## src/rtl/iterative_control_pkg.sv

```systemverilog
// Shared FSM state encoding and operation-mode constants for the iterative divide/sqrt controller.
package iterative_control;

  typedef enum logic [1:0] {
    IDLE  = 2'd0,
    START = 2'd1,
    WAIT  = 2'd2,
    HOLD  = 2'd3
  } state_e;

  localparam logic MODE_DIVIDE = 1'b0;
  localparam logic MODE_SQRT   = 1'b1;

endpackage

```

## src/rtl/iterative_unit_controller.sv

```systemverilog
// Request/result sequencer around an iterative divide/sqrt unit.
// Optional WAIT watchdog enabled by defining ITERATIVE_TIMEOUT_EN.
module iterative_unit_controller
  import iterative_control::*;
#(
  parameter int unsigned QUOTIENT_WIDTH  = 26,
  parameter int unsigned REMAINDER_WIDTH = 27,
  parameter int unsigned TAG_WIDTH       = 4,
  parameter int unsigned TIMEOUT_CYCLES  = 64
) (
  input  logic                       clk,
  input  logic                       reset,
  input  logic                       req_valid,
  output logic                       req_ready,
  input  logic                       req_mode,
  input  logic [TAG_WIDTH-1:0]       req_tag,
  output logic                       divider_start,
  output logic                       divider_mode,
  input  logic                       busy,
  input  logic                       done,
  input  logic [QUOTIENT_WIDTH-1:0]  quotient_root,
  input  logic [REMAINDER_WIDTH-1:0] remainder,
  output logic                       result_valid,
  input  logic                       result_ready,
  output logic [QUOTIENT_WIDTH-1:0]  result_quotient_root,
  output logic                       result_inexact,
  output logic                       result_mode,
  output logic [TAG_WIDTH-1:0]       result_tag,
  output logic                       stall,
  output logic                       timeout_error
);

  state_e                      state_q, state_d;
  logic                        mode_q, mode_d;
  logic [TAG_WIDTH-1:0]        tag_q, tag_d;
  logic                        start_q, start_d;
  logic                        dmode_q, dmode_d;
  logic                        rvalid_q, rvalid_d;
  logic                        terr_q, terr_d;
  logic [QUOTIENT_WIDTH-1:0]   rquot_q, rquot_d;
  logic                        rinex_q, rinex_d;
  logic                        rmode_q, rmode_d;
  logic [TAG_WIDTH-1:0]        rtag_q, rtag_d;
  logic                        wd_expired;

`ifdef ITERATIVE_TIMEOUT_EN
  localparam int unsigned CntW = $clog2(TIMEOUT_CYCLES + 1);
  logic [CntW-1:0] wd_cnt_q;

  // Counts WAIT cycles; held at zero elsewhere so it restarts on each WAIT entry.
  always_ff @(posedge clk or posedge reset) begin
    if (reset) begin
      wd_cnt_q <= '0;
    end else if (state_q != WAIT) begin
      wd_cnt_q <= '0;
    end else begin
      wd_cnt_q <= wd_cnt_q + CntW'(1);
    end
  end

  assign wd_expired = (state_q == WAIT) && (wd_cnt_q == CntW'(TIMEOUT_CYCLES - 1));
`else
  logic unused_timeout;
  assign unused_timeout = ^32'(TIMEOUT_CYCLES);
  assign wd_expired     = 1'b0;
`endif

  always_comb begin
    state_d = state_q;
    mode_d  = mode_q;
    tag_d   = tag_q;
    rquot_d = rquot_q;
    rinex_d = rinex_q;
    rmode_d = rmode_q;
    rtag_d  = rtag_q;
    terr_d  = terr_q;
    unique case (state_q)
      IDLE: begin
        if (req_valid && !busy) begin
          mode_d  = req_mode;
          tag_d   = req_tag;
          state_d = START;
        end
      end
      START: state_d = WAIT;
      WAIT: begin
        if (done) begin
          rquot_d = quotient_root;
          rinex_d = |remainder;
          rmode_d = mode_q;
          rtag_d  = tag_q;
          state_d = HOLD;
        end else if (wd_expired) begin
          rquot_d = '0;
          rinex_d = 1'b1;
          rmode_d = mode_q;
          rtag_d  = tag_q;
          terr_d  = 1'b1;
          state_d = HOLD;
        end
      end
      HOLD: begin
        if (result_ready) begin
          state_d = IDLE;
        end
      end
      default: state_d = IDLE;
    endcase
    // Output registers are loaded from the next state so they align with it.
    start_d  = (state_d == START);
    dmode_d  = ((state_d == START) || (state_d == WAIT)) ? mode_d : MODE_DIVIDE;
    rvalid_d = (state_d == HOLD);
    if (state_d != HOLD) begin
      terr_d = 1'b0;
    end
  end

  always_ff @(posedge clk or posedge reset) begin
    if (reset) begin
      state_q  <= IDLE;
      mode_q   <= MODE_DIVIDE;
      tag_q    <= '0;
      start_q  <= 1'b0;
      dmode_q  <= 1'b0;
      rvalid_q <= 1'b0;
      terr_q   <= 1'b0;
      rquot_q  <= '0;
      rinex_q  <= 1'b0;
      rmode_q  <= 1'b0;
      rtag_q   <= '0;
    end else begin
      state_q  <= state_d;
      mode_q   <= mode_d;
      tag_q    <= tag_d;
      start_q  <= start_d;
      dmode_q  <= dmode_d;
      rvalid_q <= rvalid_d;
      terr_q   <= terr_d;
      rquot_q  <= rquot_d;
      rinex_q  <= rinex_d;
      rmode_q  <= rmode_d;
      rtag_q   <= rtag_d;
    end
  end

  // Handshake signals react to the current request in the same cycle.
  assign req_ready = (state_q == IDLE) && !busy;
  assign stall     = (state_q != IDLE) || req_valid;

  assign divider_start        = start_q;
  assign divider_mode         = dmode_q;
  assign result_valid         = rvalid_q;
  assign result_quotient_root = rquot_q;
  assign result_inexact       = rinex_q;
  assign result_mode          = rmode_q;
  assign result_tag           = rtag_q;
  assign timeout_error        = terr_q;

endmodule

```

## config.mk

```make
export PLATFORM = sky130hd
export DESIGN_NAME = iterative_unit_controller
export DESIGN_NICKNAME = d
export VERILOG_FILES = /design/src/rtl/iterative_control_pkg.sv /design/src/rtl/iterative_unit_controller.sv
export SDC_FILE = /design/constraint.sdc
export NUM_CORES = 1
export LEC_CHECK = 0
export BUFFER_PORTS_ARGS = -buffer_cell sky130_fd_sc_hd__buf_2
export CELL_PAD_IN_SITES_DETAIL_PLACEMENT = 1
export CELL_PAD_IN_SITES_GLOBAL_PLACEMENT = 2
export CORE_MARGIN = 2
export CORE_UTILIZATION = 27
export CTS_BUF_LIST = sky130_fd_sc_hd__clkbuf_4
export DETAILED_ROUTE_END_ITERATION = 16
export GPL_TIMING_DRIVEN = 0
export PLACE_DENSITY = 0.87
export SYNTH_ARGS = -nofsm -noshare
export SYNTH_HDL_FRONTEND = slang
export SYNTH_SLANG_ARGS = --single-unit
```

## constraint.sdc

```tcl
create_clock -name clk -period 2.1 [get_ports clk]
set_clock_uncertainty 0.2 [all_clocks]
set_input_delay 0.105 -clock clk [delete_from_list [all_inputs] [get_ports clk]]
set_output_delay 0.105 -clock clk [all_outputs]
set_load 0.005 [all_outputs]
```

==> results of run 1 <==
==> stage by stage <==
stage,area (sq um),power (mW),hold WS [ps]
after floorplan,1690,2.05,-0.700
after global placement,2280,2.53,136
after detailed placement,2280,2.60,142
after CTS,2900,3.33,32.9
after global routing,2900,3.52,40.8
final,2900,3.29,48.6
==> how the worst max path moves through the flow <==
stage / startpoint / to / slack [ps] / cells after the start
4_1_cts: state_q[1]$_DFF_PP0_ / divider_start$_DFF_PP0_ / 70 / 3
2_1_floorplan: state_q[0]$_DFF_PP0_ / divider_mode$_DFF_PP0_ / 350 / 5
3_3_place_gp: state_q[0]$_DFF_PP0_ / divider_mode$_DFF_PP0_ / 140 / 5
3_5_place_dp: state_q[0]$_DFF_PP0_ / divider_mode$_DFF_PP0_ / 130 / 5
6_report: remainder[25] / result_inexact$_DFFE_PP0P_ / 100 / 6
5_1_grt: state_q[1]$_DFF_PP0_ / divider_mode$_DFF_PP0_ / 0.9 / 5
==> power breakdown <==
group / internal, mW / leakage, nW / switching [mW] / total (mW)
Clock: 0.367 / 0.0528 / 0.264 / 0.631
Sequential: 1.19 / 0.498 / 0.180 / 1.37
Combinational: 0.780 / 0.875 / 0.508 / 1.29
Total: 2.34 / 1.43 / 0.952 / 3.29
==> metal layers <==
| layer | routed length, um | GRT usage, % |
|---|---|---|
| met5 | 0 | 0 |
| met4 | 106 | 6.26 |
| met3 | 181 | 3.18 |
| met2 | 3030 | 30.9 |
| met1 | 1980 | 17.8 |
==> worst max-delay path, cell delays in order <==
cell	delay [ps]
dlygate4sd3_1	540
buf_2	120
nor4_1	250
dlygate4sd3_1	630
nand2_1	60
o32a_1	320
==> cells by family after synthesis <==
logic type / synth area share (%)
flip-flops: 62.2
multiplexers: 24.2
AND/OR/NAND/NOR: 8.00
buffers and inverters: 3.11
AO/OA/AOI/OAI: 1.48
adder cells (fa/ha/maj): 0.741
other: 0.222
==> timing repair <==
item,in CTS,in global routing
gates resized for setup,0,1
endpoints found under the hold margin,78,0
endpoints found under the setup margin,0,2
hold buffers,51,0
==> registers in the layout, indices dropped and copies added, names as in the netlist <==
name,cells
tag_q,4
divider_mode,1
result_mode,1
result_tag,4
mode_q,1
result_valid,1
divider_start,1
result_inexact,1
state_q,2
result_quotient_root,26
==> cells in the mapped netlist <==
cell	count	area [sq um]
nor2_1	1	3.75
nand4_1	1	6.26
or3_1	2	12.5
mux2_2	35	394
conb_1	1	3.75
and2_1	1	6.26
nor4_1	6	37.5
dfrtp_1	42	1050
nand2_1	2	7.51
buf_6	2	22.5
buf_2	3	15.0
ha_1	1	12.5
buf_4	1	7.51
mux2_4	1	15.0
inv_1	2	7.51
nand3_1	1	5.00
nand3b_4	1	20.0
or4_1	1	7.51
nor4b_4	1	23.8
o21a_1	2	15.0
o32a_1	1	10.0
nor3_1	1	5.00
==> final cells by class <==
cell class,instances,area (sq um),share of cell area (%)
multi-input cells,59,592,20.4
well taps,75,93.8,3.23
plain buffers,6,45.0,1.55
flip-flops and latches,42,1050,36.2
clock buffers,5,37.5,1.29
clock inverters,3,63.8,2.20
repair buffers,151,1010,34.8
inverters,2,7.51,0.259
==> results.toml, run 1 <==
[run_status]
status = "finished clean"

[sta]
slew_violations = 0
hold_viol_final = 0
max_slew_margin_pct = 40.5
tightest_slew_ps = 891
period_needed_ps = 2000
period_share_pct = 95.2
setup_viol = 0
fin_ws_ps = 102
fmax_mhz = 500
rsz0062_at_grt = "no"
tns_ps = 0

[synthesis]
yosysWarnings = 0
ys_ff_latch = 42
synth_cells = 109
avgSynthCellArea_sq_um = 15.5
yosysSeqAreaShare_pct = 62.2
synth_nets = 174
netlist_area_sq_um = 1690
yosysUniqueCellTypes = 22

[grt]
grt_pass1_vias = 1802
grt_max_degree = 43
antenna_found_initial = 0
track_usage_pct = 16.4
grt_remaining_overflow = 0
grt_pass1_wl_um = 8920

[power_and_ir_drop]
ir_drop_mv = 0.500
power_density_nw_per_um2 = 1130
p_leak_nw = 1.43

[critical_path]
ff2ff_setup_slack_ps = 100
r2r_end = "divider_mode$_DFF_PP0_"
path_class = "in2reg"
rr_startpoint = "state_q[1]$_DFF_PP0_"
cp-start-kind = "input pin"
reg2reg_depth = 5
cp.required_ps = 2130
critPathMaxFanout = 1
end_kind = "flop"
cp.arrival_ps = 2030

[run]
drv_cap = 0

[finish]
layout_commonest_cell = "buf_2"
antennaDiodeCount = 0
synthToLayoutAreaGrowth_pct = 71.8
final_nets = 332
final_cell_mix = "buf_2 (103), dlygate4sd3_1 (51), dfrtp_1 (42)"
fin_cells = 343
final_core_util_pct = 48.4
fillCellCount = 635
drive_gt1_share_pct = 57.1

[clock_tree]
cts-root-buf = "clkbuf_4"
cts_tree = "built"
cts_buffers = 5
clk_latency_ps = 340
h-tree-depth = 2
clockBufferDepth = 2
cts.sinks = 42
post_cts_buffers = 0
clk_pin_slew_ps = 120

[worst_hold_path]
hold_path.class = "in2reg"
whs_endpoint = "result_inexact$_DFFE_PP0P_"
holdPathStages = 4
holdCritStartpoint = "done"

[drt]
drt-initial-drc-count = 17
wl_per_cell_um = 15.4
dr.pass1.iters = 4
vias = 1528
routed_via_density = 4.45
drcViolationCount = 0
ant_nets = 0
routed_wirelength_um = 5300

[die]
die_w_um = 83.1
start_util_pct = 28.2
die_area_sq_um = 6900
die_h_um = 83.1
rows = 28
ios = 102
core-area_sq_um = 5990

[place]
routabilityCongestion = 0.655
portBuffers = 100
hpwl_um = 3280
dp_slack_ps = 131
place_inst = 284
No activity file was read; power rests on OpenSTA's default activity.
==> inputs of run 2 (changes only) <==
Settings changed: RECOVER_POWER set to 50.
==> results.toml, run 2 (synthesized netlist as in run 1, its figures left out) <==
[run]
drv_cap = 0

[sta]
tns_ps = 0
hold_slack_ps = 50.3
slew_violations = 0
fmax_mhz = 500
period_share_pct = 95.3
max_slew_margin_pct = 40.5
period_needed_ps = 2000
hold_viol_final = 0
tightest_slew_ps = 891
setup_viol = 0
rsz0062_at_grt = "no"

[drt]
drcViolationCount = 0
dr.pass1.iters = 4
drt-initial-drc-count = 16
ant_nets = 0
vias = 1528
wl_per_cell_um = 15.4
routed_via_density = 4.45
routed_wirelength_um = 5300

[worst_hold_path]
holdCritStartpoint = "done"
whs_endpoint = "result_inexact$_DFFE_PP0P_"
hold_path.class = "in2reg"
holdPathStages = 4

[die]
start_util_pct = 28.2
ios = 102
die_area_sq_um = 6900
core-area_sq_um = 5990
rows = 28
die_h_um = 83.1
die_w_um = 83.1

[place]
hpwl_um = 3280
portBuffers = 100
place_inst = 284
routabilityCongestion = 0.655

[grt]
grt_max_degree = 43
track_usage_pct = 16.4
grt_pass1_vias = 1802
grt_pass1_wl_um = 8920
grt_remaining_overflow = 0
antenna_found_initial = 0

[critical_path]
end_kind = "flop"
ff2ff_setup_slack_ps = 100
crit_chain = "dlygate4sd3_1 -> buf_2 -> nor4_1 -> dlygate4sd3_1 -> nand2_1 -> o32a_1"
path_common_cell = "dlygate4sd3_1"
cp.buffers_inverters = 3
slowest_stage = "dlygate4sd3_1"
cp_top_family = "buffers and inverters"
rr_startpoint = "state_q[1]$_DFF_PP0_"
cp.arrival_ps = 2040
critPathLaunch = "remainder[25]"
critPathMaxFanout = 1
path_class = "in2reg"
r2r_end = "divider_mode$_DFF_PP0_"
cp_slowest_stage_delay_ps = 630
reg2reg_depth = 5
cp.required_ps = 2130
cp-start-kind = "input pin"

[finish]
fin_cells = 343
final_cell_mix = "buf_2 (86), dlygate4sd3_1 (51), dfrtp_1 (42)"
drive_gt1_share_pct = 50.7
fillCellCount = 646
antennaDiodeCount = 0
final_nets = 332
seq_area_sq_um = 1050
layout_commonest_cell = "buf_2"
multi_input_area_sq_um = 592
largest_reg_flops = 26
final_core_util_pct = 48.1
synthToLayoutAreaGrowth_pct = 70.5

[clock_tree]
clk_pin_slew_ps = 120
clk_latency_ps = 340
cts-root-buf = "clkbuf_4"
cts.sinks = 42
cts_buffers = 5
clockBufferDepth = 2
cts_tree = "built"
post_cts_buffers = 0
h-tree-depth = 2

[power_and_ir_drop]
power_density_nw_per_um2 = 1130
ir_drop_mv = 0.487
p_leak_nw = 1.38

[run_status]
status = "finished clean"
==> run 2: worst max path at each step <==
stage	endpoint	slack, ps	cells after the start
after global routing	divider_mode$_DFF_PP0_	0.9	5
after detailed placement	divider_mode$_DFF_PP0_	130	5
after floorplan	divider_mode$_DFF_PP0_	350	5
after CTS	divider_start$_DFF_PP0_	70	3
after global placement	divider_mode$_DFF_PP0_	140	5
final	result_inexact$_DFFE_PP0P_	100	6
==> run 2: metal layers <==
metal	vias up	part of all wire [%]	GRT usage, %
li1	701	-	-
met1	764	37	17.8
met2	53	57	30.9
met3	10	3.3	3.18
met4	0	2.3	6.26
met5	-	0	0
==> run 2: worst register-to-register path: stages, from the launching register on <==
cell and delay, ps:
dfrtp_1 390, buf_6 140, nor4b_4 550, or3_1 230
ha_1 240, and2_1 140
==> run 2: area by class of cell <==
type	instances	share of cell area, %
Sequential cell	42	36.5
Timing Repair Buffer	151	34.4
Multi-Input combinational cell	59	20.5
Tap cell	75	3.26
Clock inverter	3	2.22
Buffer	6	1.56
Clock buffer	5	1.30
Inverter	2	0.261
==> run 2: timing repair <==
action,4_1_cts,5_1_grt
hold endpoints to repair,78,0
hold buffers,51,0
resized for setup,0,1
setup endpoints to repair,0,2
==> run 2: power breakdown <==
part           switching [mW]  total [mW]  leakage [nW]  internal, mW
clock                   0.264       0.631        0.0528         0.367
sequential              0.185        1.38         0.498          1.19
combinational           0.508        1.25         0.828         0.740
total                   0.956        3.26          1.38          2.30
==> run 2: stage by stage <==
stage,area [sq um],power [mW],setup slack (ps)
after floorplan,1690,2.05,353
after global placement,2280,2.53,142
after detailed placement,2280,2.60,131
after CTS,2900,3.33,73.5
after global routing,2880,3.49,0.872
final,2880,3.26,98.1
